--- src/rtl/restoring_divider_n.sv ---
// Multi-cycle unsigned restoring divider with valid/ready handshakes on both sides.
// Optional feature macro: DIVIDER_DBZ_EN (divide-by-zero flag and single-cycle shortcut).

module subtractor_n #(
  parameter int nb_bit = 8
) (
  input  logic [nb_bit-1:0] a_i,
  input  logic [nb_bit-1:0] b_i,
  output logic [nb_bit-1:0] diff_o,
  output logic              borrow_o
);

  // Zero-extended subtraction: the extra top bit is the borrow out (set when a_i < b_i).
  always_comb begin
    {borrow_o, diff_o} = {1'b0, a_i} - {1'b0, b_i};
  end

endmodule

module restoring_divider_n #(
  parameter int nb_bit = 8
) (
  input  logic              clk_i,
  input  logic              rst_i,
  input  logic              valid_i,
  output logic              ready_o,
  input  logic [nb_bit-1:0] dividend_i,
  input  logic [nb_bit-1:0] divisor_i,
  output logic              valid_o,
  input  logic              ready_i,
  output logic [nb_bit-1:0] quotient_o,
  output logic [nb_bit-1:0] remainder_o
`ifdef DIVIDER_DBZ_EN
  ,
  output logic              div_by_zero_o
`endif
);

  localparam int cnt_w = (nb_bit > 1) ? $clog2(nb_bit) : 1;
  localparam logic [cnt_w-1:0] cnt_last = cnt_w'(nb_bit - 1);

  typedef enum logic [1:0] {
    IDLE = 2'd0,
    CALC = 2'd1,
    DONE = 2'd2
  } state_t;

  state_t            state_r;
  logic [nb_bit:0]   rem_r;
  logic [nb_bit-1:0] quo_r;
  logic [nb_bit-1:0] div_r;
  logic [cnt_w-1:0]  cnt_r;

  logic [nb_bit:0]   rem_shift_s;
  logic [nb_bit:0]   trial_s;
  logic              borrow_s;
  logic [nb_bit:0]   rem_next_s;
  logic [nb_bit-1:0] quo_next_s;

  assign rem_shift_s = {rem_r[nb_bit-1:0], quo_r[nb_bit-1]};

  subtractor_n #(.nb_bit(nb_bit + 1)) u_sub (
    .a_i      (rem_shift_s),
    .b_i      ({1'b0, div_r}),
    .diff_o   (trial_s),
    .borrow_o (borrow_s)
  );

  // Restore on borrow, otherwise keep the trial difference and shift in a 1.
  always_comb begin
    rem_next_s = rem_shift_s;
    quo_next_s = {quo_r[nb_bit-2:0], 1'b0};
    if (!borrow_s) begin
      rem_next_s = trial_s;
      quo_next_s = {quo_r[nb_bit-2:0], 1'b1};
    end else begin
      rem_next_s = rem_shift_s;
      quo_next_s = {quo_r[nb_bit-2:0], 1'b0};
    end
  end

  // Control FSM, iteration datapath and registered result outputs.
  always_ff @(posedge clk_i) begin
    if (rst_i) begin
      state_r     <= IDLE;
      ready_o     <= 1'b1;
      valid_o     <= 1'b0;
      quotient_o  <= '0;
      remainder_o <= '0;
      rem_r       <= '0;
      quo_r       <= '0;
      div_r       <= '0;
      cnt_r       <= '0;
`ifdef DIVIDER_DBZ_EN
      div_by_zero_o <= 1'b0;
`endif
    end else begin
      case (state_r)
        IDLE: begin
          if (valid_i && ready_o) begin
            div_r   <= divisor_i;
            rem_r   <= '0;
            quo_r   <= dividend_i;
            cnt_r   <= '0;
            ready_o <= 1'b0;
`ifdef DIVIDER_DBZ_EN
            div_by_zero_o <= (divisor_i == '0);
            if (divisor_i == '0) begin
              // Valid is raised from DONE on the following edge.
              quotient_o  <= '1;
              remainder_o <= dividend_i;
              state_r     <= DONE;
            end else begin
              state_r <= CALC;
            end
`else
            state_r <= CALC;
`endif
          end
        end
        CALC: begin
          rem_r <= rem_next_s;
          quo_r <= quo_next_s;
          cnt_r <= cnt_r + cnt_w'(1);
          if (cnt_r == cnt_last) begin
            state_r     <= DONE;
            valid_o     <= 1'b1;
            quotient_o  <= quo_next_s;
            remainder_o <= rem_next_s[nb_bit-1:0];
          end
        end
        DONE: begin
          if (!valid_o) begin
            valid_o <= 1'b1;
          end else if (ready_i) begin
            valid_o <= 1'b0;
            ready_o <= 1'b1;
            state_r <= IDLE;
          end
        end
        default: begin
          state_r <= IDLE;
          ready_o <= 1'b1;
          valid_o <= 1'b0;
        end
      endcase
    end
  end

endmodule

--- config.mk ---
export PLATFORM = sky130hd
export DESIGN_NAME = restoring_divider_n
export DESIGN_NICKNAME = d
export VERILOG_FILES = /design/src/rtl/restoring_divider_n.sv
export SDC_FILE = /design/constraint.sdc
export NUM_CORES = 1
export LEC_CHECK = 0
export ABC_AREA = 1
export BUFFER_PORTS_ARGS = -buffer_cell sky130_fd_sc_hd__buf_2
export CELL_PAD_IN_SITES_DETAIL_PLACEMENT = 1
export CELL_PAD_IN_SITES_GLOBAL_PLACEMENT = 1
export CORE_UTILIZATION = 44
export DETAILED_ROUTE_END_ITERATION = 6
export GPL_TIMING_DRIVEN = 1
export PLACE_DENSITY = 0.91
export SYNTH_ARGS = -nofsm -noshare
export SYNTH_HDL_FRONTEND = slang
export SYNTH_SLANG_ARGS = --single-unit
--- constraint.sdc ---
create_clock -name clk_i -period 3.67 [get_ports clk_i]
set_clock_uncertainty 0.05 [all_clocks]
set_input_delay 0.367 -clock clk_i [delete_from_list [all_inputs] [get_ports clk_i]]
set_output_delay 0.367 -clock clk_i [all_outputs]
set_load 0.05 [all_outputs]
Word level (Yosys, flattened, before mapping)

Index checks and enable logic that the tools add are counted.

Flip-flop bits (word level): 47
Input port bits: 20
Output and inout port bits: 18
Word-level logic and storage cells: 50

$add $sub $neg: 2
Equality and inequality tests: 7
Multiplexer cells: 21
Bitwise gates (word level): 2
Reduce and logical (&&, ||, !) cells: 9

Operator list:

| kind                | count |
|---|---|
| $pmux 8 s2          | 2 |
| $mux 8              | 3 |
| $sub 9x8->10        | 1 |
| $mux 2              | 4 |
| $ne 2x2->1 const B  | 4 |
| $reduce_and 2->1    | 4 |
| $reduce_and 4->1    | 2 |
| $mux 1              | 7 |
| $pmux 1 s3          | 2 |
| $pmux 2 s3          | 1 |
| $pmux 3 s2          | 1 |
| $add 3x1->3 const B | 1 |
| $eq 3x3->1 const B  | 1 |
| $mux 3              | 1 |
| $eq 2x1->1 const B  | 1 |
| $eq 2x2->1 const B  | 1 |
| $logic_not 2->1     | 1 |
| $not 1->1           | 2 |
| $reduce_bool 2->1   | 1 |
| $logic_and 1x1->1   | 1 |

Logic depth before layout (Yosys ltp)

Depth after elaboration: 3
Mapped depth: 13
Mapped depth without buffers: 13

By module

A second synthesis with hierarchy kept.

Cell total of the unflattened synthesis: 380
Area, all modules: 2591.2 um2

Modules (own cells, without submodules):

| module              | times used | cells each | area an instance (um2) | sequential area each (um2) |
|---|---|---|---|---|
| restoring_divider_n | 1          | 279        | 2072.0                 | 940.9 |
| subtractor_n        | 1          | 101        | 519.2                  | 0.0 |

Least setup slack after synthesis

No wires, ideal clock.

Path type: reg-to-reg
From: register div_r[4]
To: register remainder_o[7]
Setup time: 0.113 ns
Data arrival time: 1.561 ns
Setup slack: 1.946 ns
Stages on the path, launching flop included: 14
Clock period less this slack: 1.724 ns
Path through: dfxtp_1 inv_1 ha_1 nand2_2 inv_1 nand2_2 nand2_1 nand2_1 nand3_4 buf_12 nand3_2 nand2_2 o21ai_1 inv_1

Cells in the longest elaborated chain, start to end: 2

Ends and longest elaborated chain:

| element                  | RTL line | RTL |
|---|---|---|
| start: declaration       | 51       | `logic [nb_bit-1:0] div_r;` |
| start signal: assignment | 101      | `div_r <= divisor_i;` |
| $sub 9x8->10             | 15       | `{borrow_o, diff_o} = {1'b0, a_i} - {1'b0, b_i};` |
| $mux 8                   | 73       | `if (!borrow_s) begin` |
| end signal: assignment   | 129      | `remainder_o <= rem_next_s[nb_bit-1:0];` |
| end: declaration         | 32       | `output logic [nb_bit-1:0] remainder_o` |

No other way between the ends.
A chain may end at the register's enable or synchronous reset.

Final worst setup path

From: register state_r[1]
To: register quo_r[0]

Cells in the longest elaborated chain, start to end: 3
Elaborated cells on any way between the ends: 6
Those cells by class: eq/ne: 2; mux: 1; reduce/logical: 3

Ends and longest elaborated chain:

| element                                                                 | RTL line | RTL |
|---|---|---|
| start: declaration                                                      | 48       | `state_t state_r;` |
| start signal: assignment                                                | 85       | `state_r <= IDLE;` |
| start signal: assignment                                                | 117      | `state_r <= CALC;` |
| start signal: assignment                                                | 126      | `state_r <= DONE;` |
| $eq 2x1->1 / $logic_not 2->1 (equally long branches)                    | 98       | `case (state_r)` |
| $reduce_bool 2->1 (no source line) / $ne 2x2->1 (equally long branches) | --       |  |
| $reduce_and 2->1 (no source line)                                       | --       |  |
| end signal: assignment                                                  | 103      | `quo_r <= dividend_i;` |
| end signal: assignment                                                  | 123      | `quo_r <= quo_next_s;` |
| end: declaration                                                        | 50       | `logic [nb_bit-1:0] quo_r;` |

Several ways; a longest one is shown, not always the timed one.

==> PnR_summary.wiki <==
{| class="wikitable"
! Metric !! Value
|-
| Status || complete, no violations
|-
| Total wire length after detailed routing || 5911 µm
|-
| Y dimension of the die || 76.54 µm
|-
| Final total negative setup slack || 0 ns
|-
| Count of cell types in the netlist || 29
|-
| Share of layout cells above drive strength 1 || 0.2155
|-
| Period utilisation layout || 0.6488
|-
| Maximum number of pins on one net before global-route repair || 27
|-
| Actual slew at the worst max-slew pin || 0.8391 ns
|-
| Standard-cell row count || 26
|-
| Number of cells on the worst reg-to-reg path || 7
|-
| Predominant post-synthesis flop cell || sky130_fd_sc_hd__dfxtp_1
|-
| Async set-or-reset flop fraction in the synthesized netlist || 0
|-
| Syn nets || 364
|-
| Post-route ant nets || 0
|-
| Initial core utilization || 0.4668
|-
| H-tree depth || 2
|-
| Max_slew headroom || 0.4386
|-
| Reg-to-Reg End || quo_r[0]$_SDFFE_PP0P_
|-
| Minimum setup slack in the final design || 1.289 ns
|-
| CTS clock-pin slew for the worst setup and hold paths || 0.09 ns
|-
| TritonCTS clock tree || yes
|-
| Cell at the root of the clock tree || sky130_fd_sc_hd__clkbuf_8
|-
| Post-synthesis sequential area ratio || 0.3849
|-
| Final #Nets || 395
|-
| Clock buffer depth || 2
|-
| Achievable clock frequency || 420.0 MHz
|-
| Die area || 5858 µm²
|-
| Cell area after synthesis || 2445 µm²
|-
| First-pass GRT wire length || 10380 µm
|-
| Worst Path Max Fanout || 17
|-
| Number of warnings printed during yosys synthesis || 0
|-
| Critical path start-end classification || reg2reg
|-
| Number of enable flip-flop cells after synthesis || 0
|-
| Flop and latch count out of synthesis || 47
|-
| WL/cell || 13.68 µm
|-
| Fraction of post-synthesis cell area in the top cell type by area || 0.3849
|-
| Fin crit period || 2.381 ns
|-
| Number of cells traversed by the worst hold path || 3
|-
| Port-buffer cells || 37
|-
| Max-slew violation count || 0
|-
| Worst vdd ir || 0.3817 mV
|-
| Post_cts resized || 0
|-
| Leading cell types in the layout, fill and taps excluded || sky130_fd_sc_hd__nand2_1 (68), sky130_fd_sc_hd__dfxtp_1 (47), sky130_fd_sc_hd__inv_1 (41)
|-
| Per-instance average area after synthesis || 7.409 µm²
|-
| Static leakage || 1.307 nW
|-
| Critical hold path startpoint || dividend_i[4]
|-
| Final HPWL DP || 4560 µm
|-
| Aggregate global-route resource usage || 0.2213
|-
| Number of detailed-routing iterations run before antenna repair || 4
|-
| Final hold violation count || 0
|-
| Hold bufs inserted after CTS || 0
|-
| Number of top-level design ports || 38
|-
| Cells taking the most area after synthesis || sky130_fd_sc_hd__dfxtp_1 (38%), sky130_fd_sc_hd__nand2_1 (10%), sky130_fd_sc_hd__ha_1 (6.7%)
|-
| TritonCTS Buffers || 5
|-
| Capture endpoint of the worst hold path || quo_r[4]$_SDFFE_PP0P_
|-
| Diodes inserted || 0
|-
| Source-to-sink clock delay at the later pin of the worst-skew pair || 0.30 ns
|-
| Unrepaired setup endpoints after global routing || false
|-
| Cell count after synthesis || 330
|-
| Power density cells || 736.7 nW/µm²
|-
| Post-CTS setup-driven buffer insertion count || 0
|-
| Worst-case register-to-register setup slack || 1.29 ns
|-
| Chip width || 76.54 µm
|-
| Critical path startpoint category || register
|-
| Placement Setup Slack || 1.314 ns
|-
| Total Power Consumption || 2.033 mW
|-
| R2r startpoint || state_r[1]$_SDFFE_PP0P_
|-
| Largest area contributor in the netlist || sky130_fd_sc_hd__dfxtp_1
|-
| Max-cap violations || 0
|-
| Final routed DRC violation total || 0
|-
| Placeable core region || 5238 µm²
|-
| Area Growth Syn to Fin || 12.90%
|-
| DR iter-0 viols || 96
|-
| Crit end category || register
|-
| Clock sinks || 47
|-
| Final-layout fill cell count || 681
|-
| Worst EP required || 3.81 ns
|-
| Vias in the first global route || 2265
|-
| Leading cell type in the layout, fill and taps excluded || sky130_fd_sc_hd__nand2_1
|-
| GP Congestion || 0.7540
|-
| Remaining Overflow, GRT || 0
|-
| Detailed-route via count || 2203
|-
| Antenna violations before repair || 0
|-
| HP Class || in2reg
|-
| Via/cell ratio || 5.100
|-
| Arrival @ worst endpoint || 2.52 ns
|-
| Final setup violating endpoints || 0
|}
==> cells in the mapped netlist (all sizes together) (2+ instances only) <==
library cell,instances
dfxtp,47
nand3,9
a21oi,29
nand3b,2
or2,3
ha,13
o21ai,41
nor2,38
nand4,5
clkbuf,7
nand2,77
buf,6
inv,41
a31oi,7
xor2,2
==> cell families (layout without fill, tap and decap cells) <==
family	after synthesis	after routing	share of synthesized area
simple gates	134	134	0.2462
flops	47	47	0.3849
buf+inv	54	86	0.09315
compound gates	78	78	0.1904
fa+ha+maj	14	14	0.07472
xor+xnor	3	3	0.01075
==> cell type report <==
class                      count  area, µm²  area share
inverter                      41      153.9     0.05576
tap                           70      87.58     0.03173
multi-input combinational    229       1276      0.4624
clock inverter                 3      47.55     0.01723
sequential                    47      940.9      0.3409
timing repair buffer          37      185.2     0.06709
clock buffer                   5      68.82     0.02493
==> critical path: stages, from the launching register on <==
cell                      delay, ns
sky130_fd_sc_hd__dfxtp_1       0.33
sky130_fd_sc_hd__inv_1         0.09
sky130_fd_sc_hd__ha_1          0.36
sky130_fd_sc_hd__inv_1         0.28
sky130_fd_sc_hd__o21ai_2       0.56
sky130_fd_sc_hd__inv_1         0.33
sky130_fd_sc_hd__a21oi_1       0.20
sky130_fd_sc_hd__a21oi_1       0.08
==> power breakdown <==
part	leakage (nW)	switching, mW	internal (mW)
clock	0.0587	0.182	0.207
combinational	0.866	0.677	0.310
sequential	0.383	0.0586	0.600
total	1.31	0.917	1.12
==> flip-flops by register name (all words and copies together), names as in the netlist <==
name	count
rem_r	8
valid_o	1
div_r	8
cnt_r	3
quo_r	8
remainder_o	8
quotient_o	8
state_r	2
ready_o	1
==> metrics by stage <==
step | cell area (µm²) | cells | util | hold WS (ns)
global route | 2760 | 432 | 0.5270 | 0.2798
floorplan | 2445 | 330 | - | 0.3774
global placement | 2644 | 424 | 0.5048 | 0.4003
CTS | 2760 | 432 | 0.5270 | 0.2751
detailed placement | 2644 | 424 | 0.5048 | 0.4063
finish | 2760 | 432 | 0.5270 | 0.2806
==> worst max-delay path by stage <==
stage	slack, ns	from	to	cells past startpoint
CTS	1.31	state_r[1]$_SDFFE_PP0P_	quo_r[0]$_SDFFE_PP0P_	7
global route	1.06	state_r[1]$_SDFFE_PP0P_	quo_r[0]$_SDFFE_PP0P_	7
detailed placement	1.31	state_r[1]$_SDFFE_PP0P_	quo_r[0]$_SDFFE_PP0P_	7
floorplan	1.95	div_r[4]$_SDFFE_PP0P_	remainder_o[7]$_SDFFE_PP0P_	13
finish	1.29	state_r[1]$_SDFFE_PP0P_	quo_r[0]$_SDFFE_PP0P_	7
global placement	1.46	state_r[1]$_SDFFE_PP0P_	quo_r[0]$_SDFFE_PP0P_	7
==> metal layers <==
metal	vias up	GRT usage	part of all wire
li1	1124	-	-
met1	1034	0.2805	0.46
met2	39	0.3847	0.49
met3	6	0.03952	0.036
met4	0	0.05769	0.010
met5	-	0	0
Note: power is estimated with default switching activity, not from simulation.
